==> src/rtl/led_blink_scheduler.sv <==
// Round-robin scheduler that lends one board LED to N_REQ blink-pattern requesters.
// Optional macro HEARTBEAT_EN: 1 Hz heartbeat on the LED while idle.
module led_blink_scheduler #(
   parameter int CLK_HZ = 5_000_000,
   parameter int N_REQ  = 4,
   parameter int PAT_W  = 8,
   parameter int GAP_MS = 100
) (
   input  logic                   clk,
   input  logic                   rst_n,
   input  logic [N_REQ-1:0]       req,
   input  logic [N_REQ*PAT_W-1:0] pattern,
   input  logic [N_REQ*16-1:0]    step_ms,
   input  logic [N_REQ*4-1:0]     reps,
   output logic [N_REQ-1:0]       grant,
   output logic [N_REQ-1:0]       done,
   output logic                   busy,
   output logic                   led
);

   localparam int TICK_DIV = (CLK_HZ / 1000 > 0) ? CLK_HZ / 1000 : 1;
   localparam int PS_W     = (TICK_DIV > 1) ? $clog2(TICK_DIV) : 1;
   localparam int GAP_CYC  = (GAP_MS * TICK_DIV > 0) ? GAP_MS * TICK_DIV : 1;
   localparam int GAP_W    = (GAP_CYC > 1) ? $clog2(GAP_CYC) : 1;
   localparam int IDX_W    = (N_REQ > 1) ? $clog2(N_REQ) : 1;
   localparam int BIT_W    = (PAT_W > 1) ? $clog2(PAT_W) : 1;

   typedef enum logic [1:0] {S_IDLE, S_LOAD, S_PLAY, S_GAP} state_t;

   state_t            state_q, state_d;
   logic [IDX_W-1:0]  idx_q, idx_d;
   logic [IDX_W-1:0]  rr_ptr_q, rr_ptr_d;
   logic [PAT_W-1:0]  pat_q, pat_d;
   logic [15:0]       step_q, step_d;
   logic [3:0]        pass_q, pass_d;
   logic              cont_q, cont_d;
   logic [BIT_W-1:0]  bit_idx_q, bit_idx_d;
   logic [PS_W-1:0]   presc_q, presc_d;
   logic [15:0]       ms_q, ms_d;
   logic [GAP_W-1:0]  gap_q, gap_d;
   logic [N_REQ-1:0]  done_q, done_d;

   logic              sel_found;
   logic [IDX_W-1:0]  sel_idx;
   logic [IDX_W-1:0]  cand;
   logic              tick, step_last, bit_end, replay;
   logic [N_REQ-1:0]  grant_vec;
   logic              idle_led;

   // First asserted request at or after rr_ptr, wrapping around.
   always_comb begin
      sel_found = 1'b0;
      sel_idx   = '0;
      cand      = '0;
      for (int k = 0; k < N_REQ; k++) begin
         cand = IDX_W'((int'(rr_ptr_q) + k) % N_REQ);
         if (!sel_found && req[cand]) begin
            sel_found = 1'b1;
            sel_idx   = cand;
         end
      end
   end

   assign grant_vec = N_REQ'(1) << idx_q;
   assign tick      = (presc_q == PS_W'(TICK_DIV - 1));
   // A step of 0 ms is played as 1 ms.
   assign step_last = (step_q == 16'd0) ? (ms_q == 16'd0) : (ms_q == step_q - 16'd1);
   assign bit_end   = tick && step_last;
   assign replay    = cont_q ? req[idx_q] : (pass_q != 4'd1);

   always_comb begin
      state_d   = state_q;
      idx_d     = idx_q;
      rr_ptr_d  = rr_ptr_q;
      pat_d     = pat_q;
      step_d    = step_q;
      pass_d    = pass_q;
      cont_d    = cont_q;
      bit_idx_d = bit_idx_q;
      presc_d   = presc_q;
      ms_d      = ms_q;
      gap_d     = gap_q;
      done_d    = '0;
      case (state_q)
         S_IDLE: begin
            if (sel_found) begin
               idx_d   = sel_idx;
               state_d = S_LOAD;
            end
         end
         S_LOAD: begin
            pat_d     = pattern[idx_q*PAT_W +: PAT_W];
            step_d    = step_ms[idx_q*16 +: 16];
            pass_d    = reps[idx_q*4 +: 4];
            cont_d    = (reps[idx_q*4 +: 4] == 4'd0);
            rr_ptr_d  = (idx_q == IDX_W'(N_REQ - 1)) ? '0 : idx_q + 1'b1;
            bit_idx_d = BIT_W'(PAT_W - 1);
            presc_d   = '0;
            ms_d      = '0;
            state_d   = S_PLAY;
         end
         S_PLAY: begin
            presc_d = tick ? '0 : presc_q + 1'b1;
            if (tick) begin
               ms_d = step_last ? 16'd0 : ms_q + 16'd1;
            end
            if (bit_end) begin
               if (bit_idx_q != '0) begin
                  bit_idx_d = bit_idx_q - 1'b1;
               end else if (replay) begin
                  bit_idx_d = BIT_W'(PAT_W - 1);
                  if (!cont_q) pass_d = pass_q - 4'd1;
               end else begin
                  state_d = S_GAP;
                  done_d  = grant_vec;
                  gap_d   = '0;
                  presc_d = '0;
               end
            end
         end
         S_GAP: begin
            gap_d = gap_q + 1'b1;
            if (gap_q == GAP_W'(GAP_CYC - 1)) state_d = S_IDLE;
         end
         default: state_d = S_IDLE;
      endcase
   end

   always_ff @(posedge clk) begin
      if (!rst_n) begin
         state_q   <= S_IDLE;
         idx_q     <= '0;
         rr_ptr_q  <= '0;
         pat_q     <= '0;
         step_q    <= '0;
         pass_q    <= '0;
         cont_q    <= 1'b0;
         bit_idx_q <= '0;
         presc_q   <= '0;
         ms_q      <= '0;
         gap_q     <= '0;
         done_q    <= '0;
      end else begin
         state_q   <= state_d;
         idx_q     <= idx_d;
         rr_ptr_q  <= rr_ptr_d;
         pat_q     <= pat_d;
         step_q    <= step_d;
         pass_q    <= pass_d;
         cont_q    <= cont_d;
         bit_idx_q <= bit_idx_d;
         presc_q   <= presc_d;
         ms_q      <= ms_d;
         gap_q     <= gap_d;
         done_q    <= done_d;
      end
   end

`ifdef HEARTBEAT_EN
   localparam int HB_HALF = (CLK_HZ / 2 > 0) ? CLK_HZ / 2 : 1;
   localparam int HB_W    = (HB_HALF > 1) ? $clog2(HB_HALF) : 1;

   logic [HB_W-1:0] hb_cnt_q, hb_cnt_d;
   logic            hb_phase_q, hb_phase_d;

   // Held at zero outside IDLE so every IDLE entry restarts with the LED off.
   always_comb begin
      hb_cnt_d   = '0;
      hb_phase_d = 1'b0;
      if (state_q == S_IDLE) begin
         if (hb_cnt_q == HB_W'(HB_HALF - 1)) begin
            hb_cnt_d   = '0;
            hb_phase_d = ~hb_phase_q;
         end else begin
            hb_cnt_d   = hb_cnt_q + 1'b1;
            hb_phase_d = hb_phase_q;
         end
      end
   end

   always_ff @(posedge clk) begin
      if (!rst_n) begin
         hb_cnt_q   <= '0;
         hb_phase_q <= 1'b0;
      end else begin
         hb_cnt_q   <= hb_cnt_d;
         hb_phase_q <= hb_phase_d;
      end
   end

   assign idle_led = hb_phase_q;
`else
   assign idle_led = 1'b0;
`endif

   assign grant = (state_q == S_LOAD || state_q == S_PLAY) ? grant_vec : '0;
   assign done  = done_q;
   assign busy  = (state_q != S_IDLE);
   assign led   = (state_q == S_PLAY) ? pat_q[bit_idx_q] :
                  (state_q == S_IDLE) ? idle_led : 1'b0;

endmodule

==> config.mk <==
export PLATFORM = sky130hd
export DESIGN_NAME = led_blink_scheduler
export DESIGN_NICKNAME = d
export VERILOG_FILES = /design/src/rtl/led_blink_scheduler.sv
export SDC_FILE = /design/constraint.sdc
export NUM_CORES = 1
export LEC_CHECK = 0
export CORE_AREA = 2 2 126 128
export CTS_CLUSTER_SIZE = 14
export DETAILED_ROUTE_END_ITERATION = 10
export DIE_AREA = 0 0 128 130
export PLACE_DENSITY = 0.6
export SLEW_MARGIN = 0
export SYNTH_ARGS = -nofsm -noshare
export SYNTH_HDL_FRONTEND = slang
export SYNTH_SLANG_ARGS = --single-unit
export TNS_END_PERCENT = 1
==> constraint.sdc <==
create_clock -name clk -period 6.2 [get_ports clk]
set_clock_uncertainty 0.1 [all_clocks]
set_input_delay 1.24 -clock clk [delete_from_list [all_inputs] [get_ports clk]]
set_output_delay 1.24 -clock clk [all_outputs]
set_load 0.005 [all_outputs]
; ---- Yosys cells after proc, flatten, opt, wreduce, memory -nomap -nowiden
; Cells that the tools add are included.
[totals]
reg_bits = 90
input_bits = 118
output_inout_bits = 10
word_cells = 127
[classes]
add_sub_neg = 10
magnitude_cmp = 6
eq_ne = 17
shift = 4
n_mux = 52
bitwise = 3
reduce_logical = 23
[ops]
columns = op, count
row1 = $shiftx 64x7->16, 1
row2 = $mux 19, 3
row3 = $mux 13, 4
row4 = $pmux 19 s2, 1
row5 = $logic_not 16->1, 2
row6 = $mux 16, 2
row7 = $pmux 16 s2, 1
row8 = $shiftx 32x6->8, 1
row9 = $pmux 13 s2, 1
row10 = $mux 2, 10
row11 = $mux 4, 5
row12 = $add 19x1->19 const B, 1
row13 = $eq 19x19->1 const B, 1
row14 = $add 16x1->16 const B, 1
row15 = $eq 16x16->1, 1
row16 = $ne 2x2->1 const B, 8
row17 = $shiftx 16x5->4, 1
row18 = $sub 16x1->16 const B, 1
row19 = $lt 2x3->1 const B, 5
row20 = $add 13x1->13 const B, 1
row21 = $eq 13x13->1 const B, 1
row22 = $mux 1, 13
row23 = $bmux 1 s2, 5
row24 = $reduce_and 5->1, 2
row25 = 27 further kinds, 43

; ---- Logic depth before layout (Yosys ltp)
[logic_depth]
word_depth = 14
depth_mapped = 13
mapped_depth_nobuf = 10

; ---- Least setup slack after synthesis
; No wires, ideal clock.
[synth_timing]
kind = register -> output
start = register idx_q[0]
end = output port grant[0]
arrival_time_ps = 2108
slack_ps = 2752
path_stages_with_launch = 7
cell_sequence = dfxtp_1 clkbuf_1 clkbuf_1 buf_1 inv_1 ha_1 and2_1
[synth_via]
elab_chain_cells = 2
[synth_rtl]
columns = element, line
row1 = from (decl), 31  ; logic [IDX_W-1:0] idx_q, idx_d;
row2 = from (signal assigned), 145  ; idx_q <= idx_d;
row3 = $shl 1x2->4, 64  ; assign grant_vec = N_REQ'(1) << idx_q;
row4 = net grant_vec[0], 47  ; logic [N_REQ-1:0] grant_vec;
row5 = $mux 4, 196  ; assign grant = (state_q == S_LOAD || state_q == S_PLAY) ? grant_vec : '0;
row6 = to (decl), 15  ; output logic [N_REQ-1:0] grant,
; The timed path passes the listed nets, and every way through them passes these cells.

; ---- Worst setup path after layout
; Same ends and word-level chain as after synthesis.

==> out/summary.md <==
The total power divided by cell area came out at 313 nW/um^2. The post-route antenna net violation count came out at 0. The startpoint identified for the worst register-to-register timing path is step_q[0].

The worst path buffer plus inverter count is 2, and the proportion of register bits with asynchronous set or reset after synthesis is 0%. For the worst-skew pair later-pin latency, the log shows 340 ps. Leaving out fill and tap cells, the most frequent cell in the layout is clkdlybuf4s50_1.

The placed standard-cell area is 7400 um^2, and the starting utilization of the core area is 38.9%. In the layout the commonest cells are clkdlybuf4s50_1, dfxtp_1, nor2_1. The number of antenna violations at the first check in global routing was 0.

The fmax is 262 MHz. The H-tree generated during clock tree synthesis spans 3 levels. Combinational cells account for 44.7% of the total power.

In this run the most critical hold path is launched from gap_q[18]. TritonCTS created 9 clock buffers. The critical-path maximum fanout is 34.

The clock drives 90 sinks. For this run, the slowest stage of the critical path takes 1040 ps. Global routing finished with a remaining overflow of 0.

Input and output buffers added on the ports amount to 127. For the total internal power, the log shows 1.50 mW. The routed length per instance works out to 16.4 um.

The number of global-route vias before repair is 5488, and the synthesis warning total is 0. Fraction of power spent switching nets: 37.8%. For the total count of max-transition violations in the final report, the log shows 0. The setup path with the least slack is of type register to primary output.

At the pin with the least slew margin, the transition time is 1080 ps. For this design the static power due to leakage is 2.70 nW. The type of the worst min-delay path was register to register. The run gives 65 as the distinct cell type count of the synthesized netlist. Grouping stages by cell kind, the critical path spends the most delay in flip-flops. For the finished layout, the period the worst path requires is 3820 ps. The category of the worst setup path capture point was a primary output.

The number of max-cap violations is 0, and the synthesized area divided by synthesized cell count is 8.76 um^2. The net count after synthesis came out at 820. The die extent in y was 130 um.

The final total negative setup slack came out at 0 ps. Share of final-layout standard cells stronger than drive strength 1: 8.09%. The area added between synthesis and finish is 28.1%, and the number of design rule violations left after detail routing is 0. Post-CTS timing repair inserted 0 buffers for setup. The tools report the count of instances resized after the clock tree is built as 0. The count of flip-flops with a built-in enable after synthesis works out to 0. After detailed routing, the number of vias per cell comes to 5.69.

The critical path launch point type is a register. The logs give 0 for the number of hold violations in the final report and 0.122 mV for the worst IR drop on VDD. The final wirelength was 16.1 mm. The run finished with clean final reports.

For this design the top-level I/O count stands at 128. The tools report the maximum number of buffers from clock root to sink as 2. Total power for the finished layout comes to 2.40 mW. The region available for standard cell placement spans 15400 um^2. Entering global routing, the biggest net connects 43 pins. The clock tree root driver cell is clkbuf_16.

Setup-violating endpoint count in the final report: 0. The placed wire-length estimate was 12.4 mm. The wire length of the first global-routing pass was 26.8 mm; the width of the chip was 128 um.

The finished cells cover 7690 um^2. The run gives 30.0% as the sequential area share after synthesis. The count of hold buffers inserted by post-cts repair was 0; the post-layout net count was 923.

Clock-pin slew was measured on the worst setup and hold paths at 60 ps. The net load switching power is 0.908 mW. Summing every instance area after synthesis gives 6000 um^2. The origin of the worst setup path was idx_q[0]. Of the total power, registers draw 32.3%.

On the critical path, the stage with the largest delay is an instance of dfxtp_2. Headroom to the max-slew limit came out at 27.9%. TritonCTS built the clock tree. The synthesized design contains 90 register bits. Total die area: 16600 um^2. The final critical path takes up 61.7% of the cycle. The first routing iteration left 418 violations. The logs give 23.0% for the proportion of power drawn by the clock network and 0 for the number of antenna repair diodes. Walking the worst path, the cells encountered are inv_1, ha_1, and2_1, clkdlybuf4s50_1.

For the data required time at the worst endpoint, the log shows 4860 ps. The logs give 685 for the post-synthesis instance total and 46 for the floorplan row count. The total routing usage reported by global routing is 20.0%. Setup repair after global routing left no endpoint under its margin. Routability-driven placement finished with a final weighted congestion of 0.915. Data arrives at the worst endpoint at 2480 ps. The tools report the total vias in the final route as 5597. The pre-antenna-repair detailed-routing pass consisted of 5 iterations. In the synthesized netlist the dominant register cell turns out to be dfxtp_1.
==> power by group through the flow <==
stage	Sequential, mW	Clock [mW]	Combinational, mW
finish	0.776	0.553	1.08
global placement	0.783	0	1.05
global route	0.794	0.593	1.19
CTS	0.776	0.566	1.07
detailed placement	0.788	0	1.07
floorplan	0.721	0	0.836
==> cell type report <==
class / count / area, um^2
clock buffer: 11 / 253
clock inverter: 3 / 40.0
fill: 1465 / 7740
inverter: 31 / 116
multi-input combinational: 524 / 3930
sequential: 90 / 1800
tap: 192 / 240
timing repair buffer: 132 / 1310
==> cell usage after synthesis, drive strengths merged, types with 3 or more instances <==
cell type	n	share of area (%)
dfxtp	90	30
nor2	71	4.4
nand2	62	3.9
mux2i	44	7.3
a21oi	31	2.6
mux4	31	12
inv	30	1.9
nand2b	30	3.1
clkbuf	26	1.6
nand3	21	1.8
xor2	21	3.1
nor3	18	1.5
ha	17	3.5
nor4	16	2.0
a31oi	15	1.6
buf	14	1.1
nand4	14	1.5
o21ai	13	1.1
xnor2	13	1.9
and3	12	1.3
o211ai	8	1.1
a211oi	7	0.88
and2	7	0.73
nor4b	5	0.83
or4	5	0.63
nor3b	4	0.50
o22ai	4	0.52
a21boi	3	0.38
a21o	3	0.38
a311oi	3	0.44
nand3b	3	0.38
o21a	3	0.38
o21bai	3	0.38
o221ai	3	0.44
or2	3	0.31
==> metal layers <==
metal	vias to the layer above	global-route usage, %	wire length, um
li1	2706	-	-
met1	2662	26.4	7370
met2	202	32.2	7360
met3	27	4.51	1030
met4	0	7.30	361
met5	-	0	0
==> worst min-delay path, delay by kind of cell, from the launching register on <==
kind	cells	cell delay (ps)
simple gates	1	50
mux	1	60
flops	1	320
==> through the flow <==
step / util, % / hold slack [ps] / worst slack (ps) / instances
finish: 49.8 / 377 / 2380 / 983
global route: 49.8 / 407 / 2060 / 983
CTS: 49.8 / 378 / 2310 / 983
detailed placement: 47.9 / 369 / 2080 / 969
global placement: 47.9 / 352 / 2170 / 969
floorplan: - / 343 / 2750 / 685
==> path summary, 6_finish.rpt <==
| check | cells past startpoint | slack [ps] | to |
|---|---|---|---|
| setup / recovery | 4 | 2380 | grant[0] |
| hold / removal | 2 | 380 | gap_q[18] |
| setup reg to reg | 10 | 2380 | gap_q[11] |
| hold reg to reg | 2 | 380 | gap_q[18] |
==> flip-flops by register name, indices dropped and copies added (netlist names), 3 cells and up <==
name and count:
pass_q 4, bit_idx_q 3, done 4, pat_q 8, presc_q 13, ms_q 16, step_q 16, gap_q 19
==> logic make-up after synthesis <==
family          count (synthesis)  synth area share, %
compound gates                119                 13.7
buf+inv                        71                 4.71
simple gates                  278                 23.8
mux                            75                 19.0
xor+xnor                       35                 5.34
flops                          90                 30.0
fa+ha+maj                      17                 3.54
(Power assumes the default switching activity.)
